<file path="config.mk">
export PLATFORM = sky130hd
export DESIGN_NAME = maincontroller_p
export DESIGN_NICKNAME = d
export VERILOG_FILES = /design/src/rtl/maincontroller_pkg.sv /design/src/rtl/maincontroller_p.sv
export SDC_FILE = /design/constraint.sdc
export NUM_CORES = 1
export LEC_CHECK = 0
export CAP_MARGIN = 0
export CORE_ASPECT_RATIO = 0.7
export CORE_UTILIZATION = 35
export CTS_CLUSTER_DIAMETER = 50
export DETAILED_ROUTE_END_ITERATION = 16
export PLACE_DENSITY = 0.71
export SLEW_MARGIN = 20
export SYNTH_ARGS = -nofsm -noshare
export SYNTH_HDL_FRONTEND = slang
export SYNTH_SLANG_ARGS = --single-unit
</file>
<file path="constraint.sdc">
create_clock -name CLK -period 2 [get_ports CLK]
set_clock_uncertainty 0.2 [all_clocks]
set_input_delay 0.5 -clock CLK [delete_from_list [all_inputs] [get_ports CLK]]
set_output_delay 0.5 -clock CLK [all_outputs]
set_load 0.02 [all_outputs]
</file>
<file path="src/rtl/maincontroller_pkg.sv">
// Shared encodings for the main controller: opcodes, execution-unit control,
// FSM states, overflow policies and the registered strobe bundle.
package maincontroller_pkg;

   typedef enum logic [1:0] {
      OP_READ  = 2'b00,
      OP_WRITE = 2'b01,
      OP_ADD   = 2'b10,
      OP_SUB   = 2'b11
   } op_e;

   localparam logic [1:0] DIR_EXE_IDLE   = 2'b00;
   localparam logic [1:0] DIR_EXE_LOAD_A = 2'b01;
   localparam logic [1:0] DIR_EXE_LOAD_B = 2'b10;
   localparam logic [1:0] DIR_EXE_RESULT = 2'b11;

   typedef enum logic [2:0] {
      ST_IDLE,
      ST_READ,
      ST_WRITE,
      ST_SRC1,
      ST_SRC2,
      ST_EXEC,
      ST_WB,
      ST_FIN
   } state_e;

   localparam int unsigned OV_WRITE_FLAG    = 0;
   localparam int unsigned OV_SUPPRESS_FLAG = 1;

   typedef struct packed {
      logic       wr;
      logic       dir_sram;
      logic [1:0] dir_exe;
      logic       op_alu;
      logic       busy;
      logic       done;
   } strobe_t;

endpackage

</file>
<file path="src/rtl/maincontroller_p.sv">
// Main controller: sequences one instruction at a time into SRAM and ALU control
// strobes. Outputs are Moore values registered from the next state.
module maincontroller_p
   import maincontroller_pkg::*;
#(
   parameter int unsigned ADDR_W    = 3,
   parameter int unsigned DATA_W    = 4,
   parameter int unsigned OV_POLICY = 1,
   localparam int unsigned INST_W   = 2 + 3*ADDR_W
) (
   input  logic              CLK,
   input  logic              RST_N,
   input  logic              EN,
   input  logic [INST_W-1:0] Inst,
   input  logic              OV,
   output logic              WR,
   output logic [ADDR_W-1:0] ADDR,
   output logic [DATA_W-1:0] Data,
   output logic              DIR_SRAM,
   output logic [1:0]        DIR_EXE,
   output logic              OP_ALU,
   output logic              BUSY,
   output logic              DONE,
   output logic              ERR
);

   if (DATA_W > 2*ADDR_W) begin : g_bad_width
      $error("maincontroller_p: DATA_W must not exceed 2*ADDR_W");
   end

   localparam logic SUPPRESS_ON_OV = 1'(OV_POLICY == OV_SUPPRESS_FLAG);

   state_e            state_q, state_d;
   logic [INST_W-1:0] inst_q, inst_d;
   logic              err_d;
   strobe_t           strb_q, strb_d;
   logic [ADDR_W-1:0] addr_d;
   logic [DATA_W-1:0] data_d;

   op_e               op_d;
   logic [ADDR_W-1:0] dest_d, src1_d, src2_d;
   logic [DATA_W-1:0] imm_d;

   // Instruction fields of the instruction that will be current next cycle
   always_comb begin
      op_d   = op_e'(inst_d[INST_W-1 -: 2]);
      dest_d = inst_d[3*ADDR_W-1 -: ADDR_W];
      src1_d = inst_d[2*ADDR_W-1 -: ADDR_W];
      src2_d = inst_d[ADDR_W-1:0];
      imm_d  = inst_d[DATA_W-1:0];
   end

   // Next state, instruction latch and overflow capture
   always_comb begin
      state_d = state_q;
      inst_d  = inst_q;
      err_d   = ERR;
      case (state_q)
         ST_IDLE: begin
            if (EN) begin
               inst_d = Inst;
               err_d  = 1'b0;
               case (op_e'(Inst[INST_W-1 -: 2]))
                  OP_READ:  state_d = ST_READ;
                  OP_WRITE: state_d = ST_WRITE;
                  default:  state_d = ST_SRC1;
               endcase
            end
         end
         ST_READ:  state_d = ST_FIN;
         ST_WRITE: state_d = ST_FIN;
         ST_SRC1:  state_d = ST_SRC2;
         ST_SRC2:  state_d = ST_EXEC;
         ST_EXEC: begin
            state_d = ST_WB;
            if (OV) begin
               err_d = 1'b1;
            end
         end
         ST_WB:    state_d = ST_FIN;
         ST_FIN:   state_d = ST_IDLE;
         default:  state_d = ST_IDLE;
      endcase
   end

   // Moore decode of the upcoming state; WB only follows EXEC, so OV here is the captured value
   always_comb begin
      strb_d      = '0;
      addr_d      = '0;
      data_d      = '0;
      strb_d.busy = (state_d != ST_IDLE);
      case (state_d)
         ST_READ: begin
            addr_d = dest_d;
         end
         ST_WRITE: begin
            strb_d.wr       = 1'b1;
            strb_d.dir_sram = 1'b0;
            addr_d          = dest_d;
            data_d          = imm_d;
         end
         ST_SRC1: begin
            addr_d         = src1_d;
            strb_d.dir_exe = DIR_EXE_LOAD_A;
         end
         ST_SRC2: begin
            addr_d         = src2_d;
            strb_d.dir_exe = DIR_EXE_LOAD_B;
         end
         ST_EXEC: begin
            strb_d.dir_exe = DIR_EXE_RESULT;
            strb_d.op_alu  = op_d[0];
         end
         ST_WB: begin
            addr_d          = dest_d;
            strb_d.dir_sram = 1'b1;
            strb_d.dir_exe  = DIR_EXE_RESULT;
            strb_d.op_alu   = op_d[0];
            strb_d.wr       = !(SUPPRESS_ON_OV && OV);
         end
         ST_FIN: begin
            strb_d.done = 1'b1;
         end
         default: begin
            strb_d.busy = 1'b0;
         end
      endcase
   end

   // State, instruction register, error flag and output registers
   always_ff @(posedge CLK or negedge RST_N) begin
      if (!RST_N) begin
         state_q <= ST_IDLE;
         inst_q  <= '0;
         ERR     <= 1'b0;
         strb_q  <= '0;
         ADDR    <= '0;
         Data    <= '0;
      end else begin
         state_q <= state_d;
         inst_q  <= inst_d;
         ERR     <= err_d;
         strb_q  <= strb_d;
         ADDR    <= addr_d;
         Data    <= data_d;
      end
   end

   assign WR       = strb_q.wr;
   assign DIR_SRAM = strb_q.dir_sram;
   assign DIR_EXE  = strb_q.dir_exe;
   assign OP_ALU   = strb_q.op_alu;
   assign BUSY     = strb_q.busy;
   assign DONE     = strb_q.done;

endmodule

</file>
# Yosys cells after proc, flatten, opt, wreduce, memory -nomap -nowiden
# Cells that the tools add are included.
[word_totals]
regBits = 28
in_bits = 15
out_inout_bits = 15
word_cells = 53
[op_classes]
n_eq_ne = 17
muxes = 15
reduce_logical = 10
[op_table]
columns = ["cell", "n"]
rows = [
  ["$eq A3 B3 Y1 const B", 8],
  ["$mux W10", 2],
  ["$pmux W3 S6", 1],
  ["$eq A3 B2 Y1 const B", 4],
  ["$pmux W3 S3", 1],
  ["$pmux W2 S2", 2],
  ["$reduce_or A7 Y1", 1],
  ["$eq A3 B1 Y1 const B", 2],
  ["$pmux W2 S3", 1],
  ["$reduce_or A3 Y1", 2],
  ["$mux W1", 5],
  ["$mux W4", 1],
  ["$ne A2 B2 Y1 const B", 2],
  ["$logic_not A3 Y1", 1],
  ["$mux W3", 1],
  ["$reduce_and A3 Y1", 1],
  ["$reduce_bool A3 Y1", 1],
  ["$eq A2 B1 Y1 const B", 1],
  ["$logic_not A2 Y1", 1],
  ["$pmux W1 S2", 1],
  ["$reduce_bool A2 Y1", 1],
  ["$reduce_or A2 Y1", 1],
  ["$logic_not A1 Y1", 1],
]

# Depth between registers and ports, before layout
# Gate-level depths: netlist (run 1).
[depth]
word_depth = 7
ltp_mapped = 6
ltp_nobuf = 5

# Worst setup path after synthesis (run 1)
# OpenSTA, ideal clock, no wires.
[synth_timing]
kind = "input -> register"
start = "input port EN"
end = "register inst_q[0]"
setup_time_ns = 0.125
t_arrival_ns = 1.267
t_required_ns = 1.675
setup_slack_ns = 0.408
path_stages = 4
path_buffers = 1
cell_sequence = "nand2b_4 > nor3_4 > buf_6 > mux2_2"
[synth_between]
elab_chain_len = 2
[synth_rtl]
columns = ["item", "line", "rtl"]
rows = [
  ["start: declaration", "maincontroller_p.sv:13", "input logic EN,"],
  ["$mux W10", "maincontroller_p.sv:60", "if (EN) begin"],
  ["$mux W10", "maincontroller_p.sv:58", "case (state_q)"],
  ["named net inst_d[0]", "maincontroller_p.sv:34", "logic [INST_W-1:0] inst_q, inst_d;"],
  ["end signal: assignment", "maincontroller_p.sv:141", "inst_q <= inst_d;"],
  ["end: declaration", "maincontroller_p.sv:34", ""],
]
# The timed path passes the listed nets, and every way through them passes these cells.
# A chain may end at the register's enable or synchronous reset.

# Worst setup path in the final report (run 1)
[layout_timing]
start = "register ADDR[1]"
end = "output port ADDR[1]"
[layout_rtl]
columns = ["item", "line", "rtl"]
rows = [
  ["start: declaration", "maincontroller_p.sv:17", "output logic [ADDR_W-1:0] ADDR,"],
  ["start signal: assignment", "maincontroller_p.sv:144", "ADDR <= addr_d;"],
]
# No word-level cell between the ends.

==> flow_summary.json, run 1 <==
{
  "cts_inserted_buffers": 3,
  "hold_path_class": "flop to flop",
  "rows": 16,
  "fmax_mhz": 518,
  "leakagePower_uw": 0.000663,
  "synth_nets": 97,
  "synth.avg_cell_area_sq_um": 12.6,
  "p_sw_uw": 694,
  "critPathMaxFanout": 1,
  "n_antenna_cell": 0,
  "global_route.usage.total_pct": 14.3,
  "path_cells": "clkdlybuf4s50_1",
  "drive_gt1_share_pct": 24.8,
  "core_area_sq_um": 2800,
  "cts_setup_buffers": 0,
  "area_growth_pct": 40.4,
  "drv_cap": 0,
  "criticalPathCategory": "flop to output pin",
  "cts_tree": "built",
  "synth_area_leaders": "dfrtp_1, mux2_2, mux2i_1",
  "utilization_pct": 51.8,
  "start_util_pct": 36.9,
  "clock_path_buffers": 2,
  "yosysUniqueCellTypes": 28,
  "ios": 30,
  "period_share_pct": 96.6,
  "clock_latency_ns": 0.27,
  "n_fill_cell": 247,
  "ys_warn_count": 0,
  "slowest_stage": "clkdlybuf4s50_1",
  "hold_depth": 2,
  "grt_pass1_wl_microns": 3110,
  "die_w_microns": 67.0,
  "ctsRootBufferMaster": "clkbuf_8",
  "io_buffers": 29,
  "cp-start-kind": "flop",
  "finalHoldViolCount": 0,
  "synth_edf_count": 0,
  "htree_levels": 1,
  "worst_ir_drop_vdd_v": 0.000711,
  "grt_pass1_vias": 653,
  "gr-total-overflow": 0,
  "ff2ff_path_depth": 5,
  "grt_max_degree": 26,
  "synthTopCellsByCount": "dfrtp_1, inv_1, nand2_1",
  "gp_congestion": 0.886,
  "power_density_nw_per_um2": 1330,
  "cp-end-kind": "output pin",
  "drc_errors": 0,
  "vias_per_cell": 4.55,
  "outcome": "finished, final reports clean",
  "maxSlewViolCount": 0,
  "die-height_microns": 47.5,
  "sw_frac_of_total_pct": 36.0,
  "drt-total-wl_microns": 2010,
  "synthArstFlopShare_pct": 100,
  "vias": 714,
  "cpPeakStageDelay_ns": 0.60,
  "fin_crit_ns": 1.93,
  "seq_area_frac_synth_pct": 60.5,
  "pwr-share-comb_pct": 40.3,
  "r2r_slack_ns": 0.24,
  "synthesis.area_sq_um": 1030,
  "rsz0062_at_grt": "no",
  "place_hpwl_microns": 1510,
  "cts_sinks": 25,
  "dieArea_sq_um": 3180,
  "ys_seq_elements": 25,
  "clockPowerShare_pct": 15.5,
  "fin_nets": 137,
  "initialDrtViolationCount": 13,
  "yosysMostFrequentCell": "dfrtp_1",
  "finalSetupViolCount": 0,
  "worstMarginPinSlew_ns": 0.475,
  "synth_top_area_cell": "dfrtp_1",
  "clk_pin_slew_ns": 0.09,
  "p_seq_share_pct": 44.3,
  "power.total_uw": 1930,
  "ys.flop_type": "dfrtp_1",
  "hold_end": "inst_q[7]",
  "slew_headroom_pct": 68.3,
  "crit_buf_inv": 1,
  "r2r_start": "state_q[2]",
  "grt_antenna_before_repair": 0,
  "timing.rr.end": "ADDR[1]",
  "first_pass_iters": 4,
  "crit_family": "buffers and inverters",
  "worstPathArrival_ns": 1.23,
  "antenna_left": 0,
  "avgRoutedWirePerCell_microns": 12.8,
  "synthCells": 82,
  "synth_top_area_share_pct": 60.5,
  "hold_start": "inst_q[7]",
  "cp.required_ns": 1.30,
  "p_int_uw": 1240
}
## worst max path at each step
stage	from	end	cells after the start
floorplan	EN	inst_q[0]	4
global placement	EN	inst_q[9]	5
detailed placement	EN	ADDR[1]	6
CTS	ERR	ERR	1
global route	EN	ADDR[1]	6
finish	ADDR[1]	ADDR[1]	1
## layer usage
layer / wire, microns / track usage [%]
met1: 972 / 18.4
met2: 893 / 22.8
met3: 118 / 4.29
met4: 27 / 6.38
met5: 0 / 0
## power groups by stage
stage	Clock, uW	Combinational, uW	Sequential [uW]
after floorplan	0	381	921
after global placement	0	763	855
after detailed placement	0	779	863
after CTS	306	781	855
after global routing	327	838	880
final	299	777	854
## area by class of cell
| cell class | instances | area, sq um | share of cell area, % |
|---|---|---|---|
| inverter | 6 | 22.5 | 1.55 |
| sequential | 25 | 626 | 43.1 |
| clock inverter | 1 | 5.00 | 0.345 |
| clock buffer | 3 | 41.3 | 2.84 |
| timing repair buffer | 38 | 360 | 24.8 |
| tap | 36 | 45.0 | 3.10 |
| multi-input combinational | 48 | 353 | 24.3 |
## through the flow
| stage | TNS, ns | std cells | instance area [sq um] | setup WS (ns) | hold WS (ns) |
|---|---|---|---|---|---|
| global placement | -1.15 | 153 | 1400 | -0.122 | 0.259 |
| CTS | 0 | 157 | 1450 | 0.0240 | 0.294 |
| floorplan | 0 | 82 | 1030 | 0.408 | 0.00441 |
| global route | 0 | 157 | 1450 | 0.0122 | 0.320 |
| finish | 0 | 157 | 1450 | 0.0683 | 0.290 |
| detailed placement | -1.93 | 153 | 1400 | -0.196 | 0.272 |
## state kept, by name (all words and copies together), names as in the netlist
signal and cells:
inst_q 7, ERR 1, OP_ALU 1, BUSY 1, state_q 3, ADDR 3, DIR_SRAM 1, WR 1
Data 4, DONE 1, DIR_EXE 2
## placed cells by master (no fill, tap or decap), types with 2 or more instances in the layout
cell and instances:
mux2_2 4, a32oi_1 3, nor2_1 3, clkdlybuf4s50_1 28, and3_2 2, dfrtp_1 25
o21ai_0 4, nand2b_4 2, buf_4 9, a21oi_1 2, o21ai_1 2, and2_1 4
nand2_1 5, mux2i_1 4, clkbuf_8 3, inv_1 5
## timing repair
action / CTS / global route
resized for setup: 0 / 1
hold buffers: 0 / 0
endpoints found under the setup margin: 0 / 1
## kinds of logic (layout without fill, tap and decap cells)
kind of cell | count (synthesis) | count (layout) | share of synthesized area, %
DFF | 25 | 25 | 60.5
and+or+nand+nor | 25 | 25 | 16.2
AOI/OAI and AO/OA | 15 | 15 | 9.67
muxes | 8 | 8 | 8.22
buffers and inverters | 9 | 48 | 5.44
No activity file was read; power rests on OpenSTA's default activity.
==> inputs of run 2 (changes only) <==
--- a/config.mk
+++ b/config.mk
@@ -10,7 +10,6 @@
 export CORE_UTILIZATION = 35
 export CTS_CLUSTER_DIAMETER = 50
 export DETAILED_ROUTE_END_ITERATION = 16
-export PLACE_DENSITY = 0.71
 export SLEW_MARGIN = 20
 export SYNTH_ARGS = -nofsm -noshare
 export SYNTH_HDL_FRONTEND = slang
==> flow_summary.json, run 2 (same netlist as run 1, synthesis figures left out) <==
{
  "outcome": "finished, final reports clean",
  "maxSlewViolCount": 0,
  "place_hpwl_microns": 1540,
  "final_common_cell": "clkdlybuf4s50_1",
  "cp-start-kind": "flop",
  "vias_per_cell": 4.66,
  "fin_nets": 134,
  "die-height_microns": 47.5,
  "drt-total-wl_microns": 1980,
  "vias": 717,
  "path_cells": "clkdlybuf4s50_1",
  "initialDrtViolationCount": 23,
  "first_pass_iters": 3,
  "slew_headroom_pct": 69.0,
  "criticalPathCategory": "flop to output pin",
  "cpPeakStageDelay_ns": 0.60,
  "n_fill_cell": 260,
  "worst_ir_drop_vdd_v": 0.000608,
  "cts_setup_buffers": 0,
  "grt_pass1_wl_microns": 3060,
  "dieArea_sq_um": 3180,
  "antenna_left": 0,
  "post_cts_resized": 0,
  "top_regs": "inst_q x7, Data x4",
  "setup_ws_ns": 0.105,
  "slowest_stage": "clkdlybuf4s50_1",
  "ctsRootBufferMaster": "clkbuf_8",
  "drv_cap": 0,
  "grt_antenna_before_repair": 0,
  "leakagePower_uw": 0.000648,
  "area_growth_pct": 38.2,
  "global_route.usage.total_pct": 13.9,
  "cp.required_ns": 1.30,
  "clock_path_buffers": 2,
  "clock_latency_ns": 0.27,
  "rsz0062_at_grt": "no",
  "grt_max_degree": 26,
  "cts_tree": "built",
  "ios": 30,
  "cp-end-kind": "output pin",
  "n_antenna_cell": 0,
  "drive_gt1_share_pct": 22.9,
  "cts_inserted_buffers": 3,
  "period_share_pct": 94.7,
  "start_util_pct": 36.9,
  "avgRoutedWirePerCell_microns": 12.8,
  "drc_errors": 0,
  "dp_slack_ns": -0.164,
  "io_buffers": 29,
  "core_area_sq_um": 2800,
  "clk_pin_slew_ns": 0.08,
  "critPathMaxFanout": 1,
  "finalSetupViolCount": 0,
  "die_w_microns": 67.0,
  "worstMarginPinSlew_ns": 0.465,
  "fmax_mhz": 528,
  "regMostFlops": "inst_q",
  "crit_family": "buffers and inverters",
  "finalHoldViolCount": 0,
  "hold_path_class": "flop to flop",
  "gp_congestion": 0.847,
  "cts_sinks": 25,
  "gr-total-overflow": 0,
  "grt_pass1_vias": 638,
  "worstPathArrival_ns": 1.19,
  "final_cell_mix": "clkdlybuf4s50_1, dfrtp_1, buf_4, inv_1, nand2_1",
  "power.total_uw": 1880,
  "largest_register_ffs": 7,
  "fin_crit_ns": 1.89,
  "htree_levels": 1,
  "holdWs_ns": 0.280,
  "rows": 16,
  "power_density_nw_per_um2": 1310,
  "holdBufCountCts": 0,
  "crit_buf_inv": 1
}
run 2: changes by cell type in the layout (fill, tap and decap cells not counted), sizes merged:
cell  before  now
buf        9    6
run 2: final cells by class:
cell class | count | area, sq um | area share (%)
inverters | 6 | 22.5 | 1.57
clock inverters | 1 | 5.00 | 0.350
flip-flops and latches | 25 | 626 | 43.7
clock buffers | 3 | 41.3 | 2.89
multi-input cells | 48 | 353 | 24.7
repair buffers | 35 | 338 | 23.6
well taps | 36 | 45.0 | 3.15
run 2: worst paths after layout:
| kind | startpoint | to | slack [ns] | cells past startpoint |
|---|---|---|---|---|
| setup / recovery | ADDR[1] | ADDR[1] | 0.11 | 1 |
| hold / removal | inst_q[6] | inst_q[6] | 0.28 | 2 |
| setup reg to reg | state_q[2] | inst_q[0] | 0.31 | 4 |
| hold reg to reg | inst_q[6] | inst_q[6] | 0.28 | 2 |
| max in group asynchronous | RST_N | state_q[2] | 0.97 | 2 |
| min in group asynchronous | RST_N | inst_q[9] | 0.39 | 2 |
run 2: through the flow:
step	cells	setup TNS, ns	util (%)	instance area (sq um)
final	154	0	51.0	1430
after global routing	154	0	51.0	1430
after floorplan	82	0	-	1030
after global placement	150	-0.857	49.3	1380
after CTS	154	0	50.9	1430
after detailed placement	150	-1.37	49.3	1380
run 2: where the power goes:
group	leakage, uW	switching, uW	internal [uW]
logic	0.000310	370	369
registers	0.000313	149	699
clock network	0.0000255	152	139
total	0.000648	670	1210
run 2: routing by layer:
layer  vias up  global-route usage, %  wire [microns]
li1        351                      -               -
met1       343                   17.6             901
met2        21                   22.0             908
met3         2                   7.14             159
met4         0                   2.55               9
met5         -                      0               0
